<file path="config.mk">
export PLATFORM = sky130hd
export DESIGN_NAME = fetch_ctrl
export DESIGN_NICKNAME = d
export VERILOG_FILES = /design/src/rtl/fetch_ctrl.sv
export SDC_FILE = /design/constraint.sdc
export NUM_CORES = 1
export LEC_CHECK = 0
export ABC_CLOCK_PERIOD_IN_PS = 2700
export BUFFER_PORTS_ARGS = -buffer_cell sky130_fd_sc_hd__buf_2
export CAP_MARGIN = 0
export CORE_AREA = 4 4 84 86
export CTS_CLUSTER_DIAMETER = 100
export DETAILED_ROUTE_END_ITERATION = 8
export DIE_AREA = 0 0 88 90
export GPL_TIMING_DRIVEN = 0
export PLACE_DENSITY = 0.6
export SKIP_CTS_REPAIR_TIMING = 1
export SYNTH_ARGS = -nofsm -noshare
export SYNTH_HDL_FRONTEND = slang
export SYNTH_SLANG_ARGS = --single-unit
export TNS_END_PERCENT = 20
</file>
<file path="constraint.sdc">
create_clock -name clk -period 2.7 [get_ports clk]
set_input_delay 0.54 -clock clk [delete_from_list [all_inputs] [get_ports clk]]
set_output_delay 0.54 -clock clk [all_outputs]
set_load 0.005 [all_outputs]
</file>
<file path="src/rtl/fetch_ctrl.sv">
// Instruction fetch sequencer: drives the PC, handshakes the ROM and issues one word at a time.
// Latency: fetch is accepted on the ack cycle and issued the next cycle, so at best 2 cycles/instruction.
// Backpressure: instr_ready low holds ISSUE with stable data and no new fetch; a jump always wins and flushes.
module fetch_ctrl #(
    parameter int WIDTH    = 16,
    parameter int MAX_WAIT = 15
) (
    input  logic             clk,
    input  logic             reset,
    input  logic             run,
    input  logic [WIDTH-1:0] pc_out,
    output logic             pc_reset,
    output logic             pc_inc,
    output logic             pc_load,
    output logic [WIDTH-1:0] pc_in,
    output logic             mem_req,
    output logic [WIDTH-1:0] mem_addr,
    input  logic             mem_ack,
    input  logic [15:0]      mem_rdata,
    output logic             instr_valid,
    input  logic             instr_ready,
    output logic [15:0]      instr_data,
    output logic [WIDTH-1:0] instr_pc,
    input  logic             jump,
    input  logic [WIDTH-1:0] jump_addr,
    output logic             busy,
    output logic             timeout
);

    localparam int CW = $clog2(MAX_WAIT + 1);

    typedef enum logic [2:0] {
        S_INIT,
        S_IDLE,
        S_REQ,
        S_ISSUE,
        S_ERR
    } state_t;

    state_t        state;
    logic [CW-1:0] wait_cnt;
    logic          jump_ok;

    // Redirects are only honoured once the PC has been cleared and before an error latches.
    assign jump_ok     = jump && (state == S_IDLE || state == S_REQ || state == S_ISSUE);

    assign pc_reset    = (state == S_INIT);
    assign mem_req     = (state == S_REQ);
    assign mem_addr    = pc_out;
    assign instr_valid = (state == S_ISSUE);
    assign pc_inc      = (state == S_REQ) && mem_ack && !jump;
    assign pc_load     = jump_ok;
    assign pc_in       = jump_ok ? jump_addr : '0;
    assign busy        = (state == S_REQ) || (state == S_ISSUE) || (state == S_ERR);

    always_ff @(posedge clk or negedge reset) begin
        if (!reset) begin
            state      <= S_INIT;
            wait_cnt   <= '0;
            timeout    <= 1'b0;
            instr_data <= '0;
            instr_pc   <= '0;
        end else if (jump_ok) begin
            state    <= run ? S_REQ : S_IDLE;
            wait_cnt <= '0;
        end else begin
            case (state)
                S_INIT: state <= S_IDLE;
                S_IDLE: begin
                    if (run) begin
                        state    <= S_REQ;
                        wait_cnt <= '0;
                    end
                end
                S_REQ: begin
                    if (mem_ack) begin
                        instr_data <= mem_rdata;
                        instr_pc   <= pc_out;
                        state      <= S_ISSUE;
                    end else if (wait_cnt == CW'(MAX_WAIT - 1)) begin
                        state   <= S_ERR;
                        timeout <= 1'b1;
                    end else begin
                        wait_cnt <= wait_cnt + CW'(1);
                    end
                end
                S_ISSUE: begin
                    if (instr_ready) begin
                        state    <= run ? S_REQ : S_IDLE;
                        wait_cnt <= '0;
                    end
                end
                S_ERR:   state <= S_ERR;
                default: state <= S_INIT;
            endcase
        end
    end

endmodule

</file>
==> results.cfg <==
[routing]
drt-pass1-iter-count = 4
wl_mm = 4.772
viasPerCell = 4.439
post_drt_wl_per_cell_um = 12.86
drtIter0Drc = 120
drc = 0
vias = 1647
ant_nets = 0

[yosys]
synth_area_leaders = dfrtp_1 51%, mux2_2 18%, buf_4 6.1%
yosys_warnings = 0
synth_cell_types = 33
yosys.area.top_type = dfrtp_1
syn_area_per_cell_um2 = 12.09
synth_edf_count = 0
ys_ff_latch = 40
ys_seq_area_share_pct = 50.79
yosysTopAreaCellShare_pct = 50.79
async_flop_share_pct = 100.0
netlist_instances = 163
synth_nets = 219
synth_ff_type = dfrtp_1
netlist_area_mm2 = 0.001971

[hold_path]
hold_class = input pin to async pin

[worst_setup_path]
startpoint_type = flop
cp.arrival_ns = 1.79
path_class = flop to output pin
cp-end-kind = output pin
path_max_fanout = 10
worstRegToRegCells = 5
startpoint = state[0]$_DFFE_PN0P_
required_ns = 2.16
reg2reg_from = state[0]$_DFFE_PN0P_

[global_routing]
grt_pass1_wl_mm = 7.831
grt_pass1_vias = 1623
grt-ovfl-total = 0
gr-usage-all-layers_pct = 12.14
grt_max_degree = 41
grt_antenna_before_repair = 0

[sta]
post-route-min-period_ns = 2.327
relSlewSlack_pct = 39.69
fin_tns_setup_ns = 0
timing.hold.ws_ns = 0.3784
drv_slew = 0
finalClockSkew_ns = 0.01062
fin_crit_sh_pct = 86.19
worst-slew-pin-transition_ns = 0.9047
setup_slack_ns = 0.3728
fmax_ghz = 0.4297
setup_viol = 0
hold_viol = 0
rsz0062_at_grt = false

[final_layout]
final_cell_area_mm2 = 0.002798
final_cells = 371
layout.nets = 349
area_delta_synth_final_pct = 41.97
drive_gt1_share_pct = 65.31
fin_util_pct = 44.57
diodes = 0

[die]
die_h_um = 90
core_mm2 = 0.006277
start_util_pct = 31.39
row_count = 29
dieWidth_um = 88
io_pins = 125
dieArea_mm2 = 0.007920

[status]
status = finished clean

[power_and_ir_drop]
p_clk_share_pct = 20.3
leakage_nw = 1.484
internal_power_mw = 1.695
swShare_pct = 30.95
pwr-share-seq_pct = 40.1
switchingPower_mw = 0.7595
power_mw = 2.454
comb_power_share_pct = 39.6
powerDensity_mw_per_mm2 = 877.2
ir_drop_v = 0.0004609

[flow_run]
cap_violations = 0

[clocking]
clk_latency_ns = 0.29
root_buffer = clkbuf_8
cts_made_buffers = 5
cts_buffer_depth = 2
cts_tree = built
cts.sinks = 40
htreeDepth = 2
path_clk_slew_ns = 0.08

[placed_design]
place.gp.congestion = 0.6668
portBuffers = 123
hpwl_mm = 3.727
dpl_cell_area_mm2 = 0.002683
place_inst = 363
dp_slack_ns = 0.5111
-- logic make-up after synthesis --
group,count (synthesis),synth area share (%)
AND/OR/NAND/NOR,41,13.21
adder cells (fa/ha/maj),2,1.270
flip-flops,40,50.79
AO/OA/AOI/OAI,16,5.144
buffers and inverters,28,9.206
multiplexers,35,19.94
XOR/XNOR,1,0.4445
-- final timing paths --
check	end	slack [ns]
worst min-delay path	timeout$_DFFE_PN0P_	0.38
worst min register to register	timeout$_DFFE_PN0P_	0.48
max in group asynchronous	instr_data[10]$_DFFE_PN0P_	1.75
worst max-delay path	pc_in[13]	0.37
worst max register to register	instr_data[6]$_DFFE_PN0P_	1.10
min in group clk	instr_data[10]$_DFFE_PN0P_	0.47
-- metal layers --
| metal | share of wire (%) | vias up | global-route usage, % |
|---|---|---|---|
| met3 | 8.5 | 2 | 4.022 |
| met1 | 41 | 794 | 14.70 |
| met5 | 0 | - | 0 |
| met2 | 50 | 53 | 20.48 |
| li1 | - | 798 | - |
| met4 | 0.44 | 0 | 3.069 |
-- synthesized netlist by cell type, types with 3 or more instances --
library cell / instances
inv_1: 4
nor2_1: 3
mux2_2: 32
nand2_1: 7
dfrtp_1: 40
o21ai_0: 4
and2_1: 16
o22ai_1: 3
a21oi_1: 3
buf_4: 16
buf_2: 7
-- worst max-delay path: stages (launching register included) --
cell     delay, ns
dfrtp_1       0.32
buf_2         0.21
nor2_1        0.10
nor3b_2       0.38
buf_2         0.25
and2_1        0.14
buf_2         0.10
-- layout make-up --
cell class	count	area (um^2)
clock buffer	5	68.82
multi-input combinational	95	788.3
tap	77	96.34
timing repair buffer	123	615.6
buffer	24	166.4
fill	621	3480
inverter	4	15.01
sequential	40	1001
clock inverter	3	46.29
-- cells in the final DEF, fill, tap and decap left out, types with 3 or more instances in the layout --
cell and n:
a21oi_1 3, o21ai_0 4, clkbuf_8 5, o22ai_1 3, nand2_1 7, dfrtp_1 40, inv_1 4, buf_2 130
nor2_1 3, and2_1 16, buf_4 16, mux2_2 32
-- sequential cells by signal, indices dropped and copies added, names as in the netlist --
signal	count
state	3
timeout	1
wait_cnt	4
instr_data	16
instr_pc	16
-- power groups by stage --
stage                     sequential [mW]  clock [mW]  combinational [mW]
final                               0.984       0.499               0.972
after global routing                 1.02       0.544                1.09
after CTS                           0.988       0.522               0.999
after detailed placement             1.00           0               0.998
after global placement              0.988           0               0.980
after floorplan                      1.02           0               0.501
Note: power is estimated with default switching activity, not from simulation.
